==> src/rtl/plot_cmd_sequencer.sv <==
// -----------------------------------------------------------------------------
// plot_cmd_sequencer
//   Drains the UART RX byte FIFO (first-word-fall-through) and assembles framed
//   plotter commands for the motion controller.
//   Frame: SYNC, OP, XH, XL, YH, YL, CHK where CHK = OP^XH^XL^YH^YL.
//   Bad checksums and stalled frames are dropped with a one-cycle error pulse.
//   Backpressure is applied by withholding pops while a command is pending.
//
// Ports
//   clk          clock
//   rst          asynchronous, active-high reset
//   fifo_empty   RX FIFO empty flag
//   fifo_data    RX FIFO head byte, valid while !fifo_empty
//   fifo_pop     consume head byte this cycle (combinational)
//   cmd_valid    command available
//   cmd_ready    motion controller accepts command
//   cmd_op       opcode
//   cmd_x        X target {XH,XL}
//   cmd_y        Y target {YH,YL}
//   err_chk      one-cycle pulse on checksum mismatch
//   err_timeout  one-cycle pulse on intra-frame timeout
//   pkt_count    accepted-command count, wraps
// -----------------------------------------------------------------------------
module plot_cmd_sequencer #(
   parameter logic [7:0]  SYNC_BYTE      = 8'hA5,
   parameter int unsigned TIMEOUT_CYCLES = 100000,
   parameter int unsigned CNT_W          = 16
) (
   input  logic             clk,
   input  logic             rst,
   input  logic             fifo_empty,
   input  logic [7:0]       fifo_data,
   output logic             fifo_pop,
   output logic             cmd_valid,
   input  logic             cmd_ready,
   output logic [7:0]       cmd_op,
   output logic [15:0]      cmd_x,
   output logic [15:0]      cmd_y,
   output logic             err_chk,
   output logic             err_timeout,
   output logic [CNT_W-1:0] pkt_count
);

   localparam int unsigned TO_W = $clog2(TIMEOUT_CYCLES + 1);
   localparam logic [TO_W-1:0] TO_LAST = TO_W'(TIMEOUT_CYCLES - 1);

   localparam logic [2:0] S_HUNT  = 3'd0;
   localparam logic [2:0] S_OP    = 3'd1;
   localparam logic [2:0] S_XH    = 3'd2;
   localparam logic [2:0] S_XL    = 3'd3;
   localparam logic [2:0] S_YH    = 3'd4;
   localparam logic [2:0] S_YL    = 3'd5;
   localparam logic [2:0] S_CHK   = 3'd6;
   localparam logic [2:0] S_ISSUE = 3'd7;

   logic [2:0]       state_q, state_d;
   logic [7:0]       op_q, op_d;
   logic [7:0]       xh_q, xh_d;
   logic [7:0]       xl_q, xl_d;
   logic [7:0]       yh_q, yh_d;
   logic [7:0]       yl_q, yl_d;
   logic [7:0]       cmd_op_q, cmd_op_d;
   logic [15:0]      cmd_x_q, cmd_x_d;
   logic [15:0]      cmd_y_q, cmd_y_d;
   logic             cmd_valid_q, cmd_valid_d;
   logic             err_chk_q, err_chk_d;
   logic             err_timeout_q, err_timeout_d;
   logic [CNT_W-1:0] pkt_count_q, pkt_count_d;
   logic [TO_W-1:0]  to_cnt_q, to_cnt_d;

   logic             pop_c;
   logic             in_frame_c;
   logic [7:0]       chk_calc_c;

   // Pop whenever a byte is available, except while a command waits for ready.
   assign pop_c      = (state_q != S_ISSUE) && !fifo_empty;
   assign in_frame_c = (state_q != S_HUNT) && (state_q != S_ISSUE);
   assign chk_calc_c = op_q ^ xh_q ^ xl_q ^ yh_q ^ yl_q;

   // State and datapath registers.
   always_ff @(posedge clk or posedge rst) begin
      if (rst) begin
         state_q       <= S_HUNT;
         op_q          <= '0;
         xh_q          <= '0;
         xl_q          <= '0;
         yh_q          <= '0;
         yl_q          <= '0;
         cmd_op_q      <= '0;
         cmd_x_q       <= '0;
         cmd_y_q       <= '0;
         cmd_valid_q   <= 1'b0;
         err_chk_q     <= 1'b0;
         err_timeout_q <= 1'b0;
         pkt_count_q   <= '0;
         to_cnt_q      <= '0;
      end else begin
         state_q       <= state_d;
         op_q          <= op_d;
         xh_q          <= xh_d;
         xl_q          <= xl_d;
         yh_q          <= yh_d;
         yl_q          <= yl_d;
         cmd_op_q      <= cmd_op_d;
         cmd_x_q       <= cmd_x_d;
         cmd_y_q       <= cmd_y_d;
         cmd_valid_q   <= cmd_valid_d;
         err_chk_q     <= err_chk_d;
         err_timeout_q <= err_timeout_d;
         pkt_count_q   <= pkt_count_d;
         to_cnt_q      <= to_cnt_d;
      end
   end

   // Next-state and output logic.
   always_comb begin
      state_d       = state_q;
      op_d          = op_q;
      xh_d          = xh_q;
      xl_d          = xl_q;
      yh_d          = yh_q;
      yl_d          = yl_q;
      cmd_op_d      = cmd_op_q;
      cmd_x_d       = cmd_x_q;
      cmd_y_d       = cmd_y_q;
      cmd_valid_d   = cmd_valid_q;
      err_chk_d     = 1'b0;
      err_timeout_d = 1'b0;
      pkt_count_d   = pkt_count_q;
      to_cnt_d      = '0;

      // Idle counter only runs inside a frame; any pop restarts it.
      if (in_frame_c && fifo_empty) begin
         if (to_cnt_q == TO_LAST) begin
            state_d       = S_HUNT;
            err_timeout_d = 1'b1;
         end else begin
            to_cnt_d = to_cnt_q + TO_W'(1);
         end
      end

      case (state_q)
         S_HUNT: begin
            if (pop_c && (fifo_data == SYNC_BYTE)) begin
               state_d = S_OP;
            end
         end
         S_OP: begin
            if (pop_c) begin
               op_d    = fifo_data;
               state_d = S_XH;
            end
         end
         S_XH: begin
            if (pop_c) begin
               xh_d    = fifo_data;
               state_d = S_XL;
            end
         end
         S_XL: begin
            if (pop_c) begin
               xl_d    = fifo_data;
               state_d = S_YH;
            end
         end
         S_YH: begin
            if (pop_c) begin
               yh_d    = fifo_data;
               state_d = S_YL;
            end
         end
         S_YL: begin
            if (pop_c) begin
               yl_d    = fifo_data;
               state_d = S_CHK;
            end
         end
         S_CHK: begin
            if (pop_c) begin
               if (fifo_data == chk_calc_c) begin
                  // Publish the frame only once it is known good.
                  cmd_op_d    = op_q;
                  cmd_x_d     = {xh_q, xl_q};
                  cmd_y_d     = {yh_q, yl_q};
                  cmd_valid_d = 1'b1;
                  state_d     = S_ISSUE;
               end else begin
                  err_chk_d = 1'b1;
                  state_d   = S_HUNT;
               end
            end
         end
         S_ISSUE: begin
            if (cmd_valid_q && cmd_ready) begin
               cmd_valid_d = 1'b0;
               pkt_count_d = pkt_count_q + CNT_W'(1);
               state_d     = S_HUNT;
            end
         end
         default: begin
            state_d = S_HUNT;
         end
      endcase
   end

   assign fifo_pop    = pop_c;
   assign cmd_valid   = cmd_valid_q;
   assign cmd_op      = cmd_op_q;
   assign cmd_x       = cmd_x_q;
   assign cmd_y       = cmd_y_q;
   assign err_chk     = err_chk_q;
   assign err_timeout = err_timeout_q;
   assign pkt_count   = pkt_count_q;

endmodule

==> config.mk <==
export PLATFORM = sky130hd
export DESIGN_NAME = plot_cmd_sequencer
export DESIGN_NICKNAME = d
export VERILOG_FILES = /design/src/rtl/plot_cmd_sequencer.sv
export SDC_FILE = /design/constraint.sdc
export NUM_CORES = 1
export LEC_CHECK = 0
export BUFFER_PORTS_ARGS = -buffer_cell sky130_fd_sc_hd__clkbuf_2
export CAP_MARGIN = 20
export CORE_UTILIZATION = 62
export DETAILED_ROUTE_END_ITERATION = 7
export GPL_TIMING_DRIVEN = 0
export PLACE_DENSITY = 0.85
export SYNTH_ARGS = -nofsm -noshare
export SYNTH_HDL_FRONTEND = slang
export SYNTH_SLANG_ARGS = --single-unit
==> constraint.sdc <==
create_clock -name clk -period 9 [get_ports clk]
set_clock_uncertainty 0.2 [all_clocks]
set_input_delay 1.8 -clock clk [delete_from_list [all_inputs] [get_ports clk]]
set_output_delay 1.8 -clock clk [all_outputs]
set_load 0.005 [all_outputs]
# Word level (Yosys, flattened, before mapping)
# Cells that the tools add are included.
# classes
n_addsub	2
n_mul	0
n_div	0
n_lt_le_gt_ge	0
eq_ne	14
n_shift	0
muxes	23
bitwise	4
reduce_logical	17
# op_table
cell	count
17-bit 2-to-1 mux	2
3-bit 2-to-1 mux	11
8-bit XOR	4
3-bit one-hot mux with 8 select lines	1
17-bit by 1-bit adder with 17-bit output, second input constant	1
17-bit equality test, second input constant	1
16-bit by 1-bit adder with 16-bit output, second input constant	1
3-bit equality test, second input constant	4
2-bit AND reduction	6
8-bit equality test	1
8-bit equality test, second input constant	1
1-bit 2-to-1 mux	8
3-bit by 2-bit equality test with 1-bit output, second input constant	2
2-bit inequality test, second input constant	3
1-bit logical AND	5
4-bit AND reduction	1
3-bit by 1-bit equality test with 1-bit output, second input constant	1
3-bit logical NOT	1
3-bit inequality test, second input constant	1
3-bit AND reduction	1
3-bit nonzero test	1
1-bit one-hot mux with 2 select lines	1
2-bit nonzero test	1
1-bit logical NOT	1
# word_totals
ff_bits	119
latch_bits	0
ramBits	0
rom_bits	0
output_inout_bits	60
elab_cells	74
memories	0

# Logic depth before layout (Yosys ltp)
# Gate-level depths: netlist (run 1).
# depth
word_depth	8
depth_mapped	8
ltp_nobuf	6

# Worst setup path after synthesis (run 1)
# No wires, ideal clock.
# synth_timing
path_kind	in2out
from	input port fifo_empty
to	output port fifo_pop
arrival_time_ns	2.141
t_required_ns	7.000
path_slack_ns	4.859
cell_stages	2
cell_sequence	clkbuf_1 nor2_1
# synth_via
elab_chain_cells	2
# synth_rtl
element	line	text
start: declaration	31	input logic fifo_empty,
1-bit logical NOT	76	assign pop_c = (state_q != S_ISSUE) && !fifo_empty;
1-bit logical AND	76	
end: declaration	33	output logic fifo_pop,
# No other way between the ends.

# Worst setup path in the final report (run 1)
# Ends and elaborated chain as after synthesis.

==> results.py, run 1 <==
metrics = {
    "setup_path": {
        "rr_worst_depth": 6,
        "regToRegSetupSlack_ns": 6.37,
        "worst_setup_path_end_kind": "primary output",
        "worstSetupStartpointType": "input pin",
        "critPathMaxFanout": 10,
        "required_ns": 7.00,
        "worstSetupPathType": "input pin to primary output",
        "worst_ep_arrival_time_ns": 2.58,
    },
    "power_and_ir_drop": {
        "ir_worst_vdd_v": 0.000190,
        "power_density_nw_per_um2": 317,
        "power.total_w": 0.00209,
        "total_leakage_power_nw": 3.27,
    },
    "detailed_routing": {
        "wire_per_inst_um": 18.5,
        "wl_um": 11200,
        "post_dr_vias_cell": 5.72,
        "vias": 3478,
        "route.antenna.remaining_nets": 0,
        "number_of_search_and_repair_iterations_in_the_first_detailed_routing_pass": 4,
        "detailed_router_s_first_iteration_violation_count": 185,
        "drc": 0,
    },
    "synth": {
        "post_synth_instance_area_sq_um": 5460,
        "sequential_to_total_area_share_from_yosys_stat": 0.545,
        "synth_enable_flop_cells": 0,
        "synth_top_area_frac": 0.545,
        "synth.yosys.warnings": 0,
        "synthArstFlopShare": 1.00,
        "synth_area_per_cell_sq_um": 13.7,
        "ys_seq_elements": 119,
        "netlist-cell-type-count": 34,
        "leading_area_contributor_after_synthesis": "dfrtp_1",
        "yosys-top-cells-area": "dfrtp_1 (55%), mux2_4 (11%), mux2_2 (8.7%), xnor2_1 (6.4%), xnor3_1 (3.3%)",
        "synth_cells": 399,
        "yosys_most_used_dff": "dfrtp_1",
        "syn-num-nets": 413,
    },
    "floorplan": {
        "placeableCoreArea_sq_um": 8380,
        "die_width_um": 95.8,
        "placementRows": 33,
        "boundaryPins": 72,
        "die_height_um": 95.8,
        "design.die.area_sq_um": 9190,
        "floorplan.initialDensity": 0.651,
    },
    "finish": {
        "final_common_cell": "dfrtp_1",
        "layout-drive-gt1-share": 0.386,
        "num-nets-final": 505,
        "antennaDiodeCount": 0,
        "finish.cell_count_without_fillers": 608,
        "layout-area-overhead-vs-synth_pct": 20.6,
        "final_core_utilization": 0.785,
        "fill_cells": 476,
        "multi_input_comb_area_sq_um": 2400,
        "top_library_cells_by_usage_in_the_layout_fill_and_taps_aside": "dfrtp_1 (119), clkbuf_2 (71), mux2_2 (42), xnor2_1 (40), mux2_4 (39)",
        "sequential_cell_area_sq_um": 2980,
    },
    "sta": {
        "fin_crit_ns": 4.58,
        "slew_violations": 0,
        "timing.slew.headroom": 0.280,
        "setup_viol": 0,
        "tightestPinTransition_ns": 1.07,
        "grt_setup_unrepaired": "false",
        "totalNegativeSetupSlack_ns": 0,
        "min_period_over_period": 0.509,
        "finalHoldViolations": 0,
        "max_freq_mhz": 218,
    },
    "clock_network": {
        "worst_setup_hold_path_clk_slew_ns": 0.05,
        "cts_num_sinks": 119,
        "cts_max_path_buffers": 2,
        "ctsHtreeMaxLevel": 4,
        "post_cts.resized_instances": 0,
        "cts.repair_timing.setup_buffer_count": 0,
        "cts_buffers": 17,
        "clock_tree_from_tritoncts": "built",
        "ctsRootBufferMaster": "clkbuf_8",
        "postCtsHoldBufs": 0,
        "clkLatencyLatePin_ns": 0.51,
    },
    "global_routing": {
        "global_route.usage.total": 0.274,
        "grt_pass1_wl_um": 18100,
        "antenna_found_initial": 0,
        "globalRouteOverflowTotal": 0,
        "vias_in_the_first_global_route": 3535,
        "grt_max_degree": 70,
    },
    "worst_hold_path": {
        "worstHoldPathCells": 1,
        "holdCritPathClass": "register to register",
    },
    "placed_design": {
        "place.detailed.hpwl_um": 7250,
        "globalplace.congestion": 0.782,
        "io_buffer_count": 71,
        "place.detailed.instances": 577,
    },
    "run_status": {
        "status": "finished clean",
    },
    "job": {
        "maxCapViolations": 0,
    },
}
## power by group
group | internal [W] | switching [W]
clock | 0.000428 | 0.000225
combinational | 0.000369 | 0.000280
sequential | 0.000661 | 0.000123
total | 0.00146 | 0.000628
## path summary, 6_finish.rpt
kind | startpoint | end
setup / recovery | fifo_empty | fifo_pop
hold / removal | pkt_count[15] | pkt_count[15]
setup reg to reg | op_q[0] | cmd_x[5]
hold reg to reg | pkt_count[15] | pkt_count[15]
max in group asynchronous | rst | yl_q[4]
min in group asynchronous | rst | cmd_y[15]
## state kept, by name (all words and copies together) (netlist names), 16 cells and up
signal / flops
pkt_count: 16
cmd_x: 16
to_cnt_q: 17
cmd_y: 16
## final cells by class
class,count,share of cell area
Multi-Input combinational cell,263,0.365
Clock inverter,7,0.0141
Inverter,6,0.00380
Buffer,11,0.0108
Clock buffer,24,0.0745
Timing Repair Buffer,73,0.0593
Tap cell,105,0.0200
Sequential cell,119,0.452
## logic make-up after synthesis
logic type / count (synthesis) / share of synthesized area
flops: 119 / 0.545
buf+inv: 17 / 0.0172
fa+ha+maj: 2 / 0.00458
simple gates: 103 / 0.102
compound gates: 15 / 0.0179
mux: 81 / 0.194
xor+xnor: 62 / 0.120
## Yosys cell counts (all sizes together) (4+ instances only)
| cell type | n |
|---|---|
| nand3 | 19 |
| nand2 | 14 |
| mux2 | 81 |
| nor3 | 7 |
| nor4 | 5 |
| clkbuf | 7 |
| buf | 4 |
| nor2 | 30 |
| dfrtp | 119 |
| inv | 6 |
| xnor3 | 8 |
| xor2 | 14 |
| and3 | 6 |
| a21oi | 5 |
| nand4 | 7 |
| xnor2 | 40 |
## per-stage QoR
step / instance area (sq um) / worst slack (ns) / hold WS, ns
floorplan: 5460 / 3.84 / 0.255
global placement: 5950 / 2.70 / 0.261
detailed placement: 6000 / 4.48 / 0.266
CTS: 6580 / 4.45 / 0.273
global route: 6580 / 4.37 / 0.288
finish: 6580 / 4.42 / 0.265
## worst max-delay path, stage by stage
cell and delay, ns:
clkbuf_2 0.10, clkbuf_1 0.39, nor2_1 0.15, clkbuf_2 0.14
## per-layer routing
layer / share of wire / global-route usage / vias to the layer above / wire [um]
li1: - / - / 1590 / -
met5: 0 / 0 / - / 0
met3: 0.039 / 0.0640 / 18 / 434
met1: 0.44 / 0.350 / 1771 / 4940
met2: 0.51 / 0.458 / 99 / 5730
met4: 0.013 / 0.0995 / 0 / 142
Note: power is estimated with default switching activity, not from simulation.
==> inputs of run 2 (changes only) <==
Settings changed: CORE_UTILIZATION 62 to 58, PLACE_DENSITY 0.85 to 0.8.
Clock period 9 ns to 4.65 ns, I/O delays scaled along.
==> run 2 against run 1 <==
Effect of this change:
- global-route usage fell by 3.1 points
- design area rose by 0.11%
- critical path depth did not move
- via count fell by 1.0%
- non-clock buffer count did not move
- hold slack got worse by 0.040 ns
- combinational power rose by 91%
- sequential share of layout area fell by 0.052 points
- wire length fell by 3.1%
- clock power rose by 94%
- core utilization fell by 6.9 points
- sequential power rose by 93%
- largest cell class unchanged
==> results.py, run 2 (synthesis gave the netlist of run 1 again) <==
metrics = {
    "power_and_ir_drop": {
        "switching_power_w": 0.00125,
        "pwr-share-seq": 0.375,
        "total_leakage_power_nw": 3.26,
        "power.clock.fraction": 0.317,
        "power_density_nw_per_um2": 610,
        "netSwitchingFraction": 0.312,
        "ir_worst_vdd_v": 0.000268,
        "comb_power_share": 0.308,
        "p_int_w": 0.00276,
        "power.total_w": 0.00402,
    },
    "clock_network": {
        "post_cts.resized_instances": 0,
        "clock_tree_from_tritoncts": "built",
        "worst_setup_hold_path_clk_slew_ns": 0.06,
        "ctsRootBufferMaster": "clkbuf_8",
        "cts.repair_timing.setup_buffer_count": 0,
        "cts_max_path_buffers": 2,
        "postCtsHoldBufs": 0,
        "cts_num_sinks": 119,
        "ctsHtreeMaxLevel": 4,
        "clkLatencyLatePin_ns": 0.52,
        "cts_buffers": 17,
    },
    "finish": {
        "final_common_cell": "dfrtp_1",
        "antennaDiodeCount": 0,
        "fill_cells": 629,
        "largest_register_ff_count": 17,
        "top_register": "to_cnt_q",
        "top_library_cells_by_usage_in_the_layout_fill_and_taps_aside": "dfrtp_1 (119), clkbuf_2 (71), mux2_2 (42), xnor2_1 (40), mux2_4 (39)",
        "layout-drive-gt1-share": 0.391,
        "finish.cell_count_without_fillers": 615,
        "num-nets-final": 505,
        "layout-area-overhead-vs-synth_pct": 20.7,
    },
    "global_routing": {
        "vias_in_the_first_global_route": 3479,
        "globalRouteOverflowTotal": 0,
        "grt_max_degree": 74,
        "global_route.usage.total": 0.243,
        "grt_pass1_wl_um": 17800,
        "antenna_found_initial": 0,
    },
    "detailed_routing": {
        "wire_per_inst_um": 17.7,
        "detailed_router_s_first_iteration_violation_count": 168,
        "wl_um": 10900,
        "drc": 0,
        "post_dr_vias_cell": 5.60,
        "route.antenna.remaining_nets": 0,
        "number_of_search_and_repair_iterations_in_the_first_detailed_routing_pass": 4,
        "vias": 3442,
    },
    "sta": {
        "tightestPinTransition_ns": 0.906,
        "fin_crit_ns": 2.81,
        "finalHoldViolations": 0,
        "max_freq_mhz": 356,
        "setup_viol": 0,
        "grt_setup_unrepaired": "false",
        "slew_violations": 0,
        "timing.slew.headroom": 0.393,
        "min_period_over_period": 0.603,
    },
    "placed_design": {
        "io_buffer_count": 71,
        "place.detailed.hpwl_um": 6920,
        "place.detailed.instances": 583,
        "globalplace.congestion": 0.858,
    },
    "worst_hold_path": {
        "holdCritPathClass": "input pin to async pin",
    },
    "floorplan": {
        "placementRows": 35,
        "floorplan.initialDensity": 0.594,
        "boundaryPins": 72,
        "die_height_um": 99.0,
        "placeableCoreArea_sq_um": 9200,
        "die_width_um": 99.0,
        "design.die.area_sq_um": 9810,
    },
    "setup_path": {
        "required_ns": 3.52,
        "critPathMaxFanout": 10,
        "worst_ep_arrival_time_ns": 1.68,
        "worst_setup_path_end_kind": "primary output",
        "worstSetupStartpointType": "input pin",
        "worstSetupPathType": "input pin to primary output",
    },
    "run_status": {
        "status": "finished clean",
    },
    "job": {
        "maxCapViolations": 0,
    },
}
[run 2: critical path, stage by stage]
cell      delay [ns]
clkbuf_2        0.10
clkbuf_1        0.36
nor2_1          0.14
clkbuf_2        0.14
[run 2: area by class of cell]
class | count | area (sq um) | share of cell area
clock inverter | 15 | 166 | 0.0253
tap | 111 | 139 | 0.0211
clock buffer | 17 | 414 | 0.0628
inverter | 6 | 27.5 | 0.00418
sequential | 119 | 2980 | 0.452
multi-input combinational | 263 | 2400 | 0.365
timing repair buffer | 73 | 390 | 0.0592
buffer | 11 | 71.3 | 0.0108
[run 2: path summary, 6_finish.rpt]
| kind | endpoint | slack (ns) | depth (start not counted) | startpoint |
|---|---|---|---|---|
| setup / recovery | fifo_pop | 1.84 | 4 | fifo_empty |
| hold / removal | to_cnt_q[14] | 0.22 | 2 | rst |
| setup reg to reg | cmd_x[8] | 2.04 | 6 | xh_q[4] |
| hold reg to reg | pkt_count[15] | 0.27 | 1 | pkt_count[15] |
| max in group asynchronous | cmd_op[1] | 3.34 | 3 | rst |
| min in group clk | pkt_count[15] | 0.27 | 1 | pkt_count[15] |
[run 2: metal layers]
layer	share of wire	routed length, um	GRT usage	vias up
li1	-	-	-	1586
met1	0.44	4780	0.309	1740
met2	0.51	5510	0.394	91
met3	0.033	359	0.0589	25
met4	0.022	245	0.115	0
met5	0	0	0	-
[run 2: power groups by stage]
stage | Clock, W | Sequential [W] | Combinational [W]
floorplan | 0 | 0.00147 | 0.00101
global placement | 0 | 0.00150 | 0.00118
detailed placement | 0 | 0.00152 | 0.00122
CTS | 0.00130 | 0.00151 | 0.00125
global route | 0.00134 | 0.00154 | 0.00133
finish | 0.00127 | 0.00151 | 0.00124
[run 2: stage by stage]
| stage | utilization | hold WS (ns) | setup WS (ns) | TNS [ns] | instance area (sq um) |
|---|---|---|---|---|---|
| 2_1_floorplan | - | 0.255 | 0.363 | 0 | 5460 |
| 3_3_place_gp | 0.647 | 0.261 | -0.831 | -98.31 | 5950 |
| 3_5_place_dp | 0.653 | 0.269 | 1.40 | 0 | 6010 |
| 4_1_cts | 0.717 | 0.229 | 1.86 | 0 | 6590 |
| 5_1_grt | 0.717 | 0.244 | 1.78 | 0 | 6590 |
| 6_report | 0.717 | 0.225 | 1.84 | 0 | 6590 |
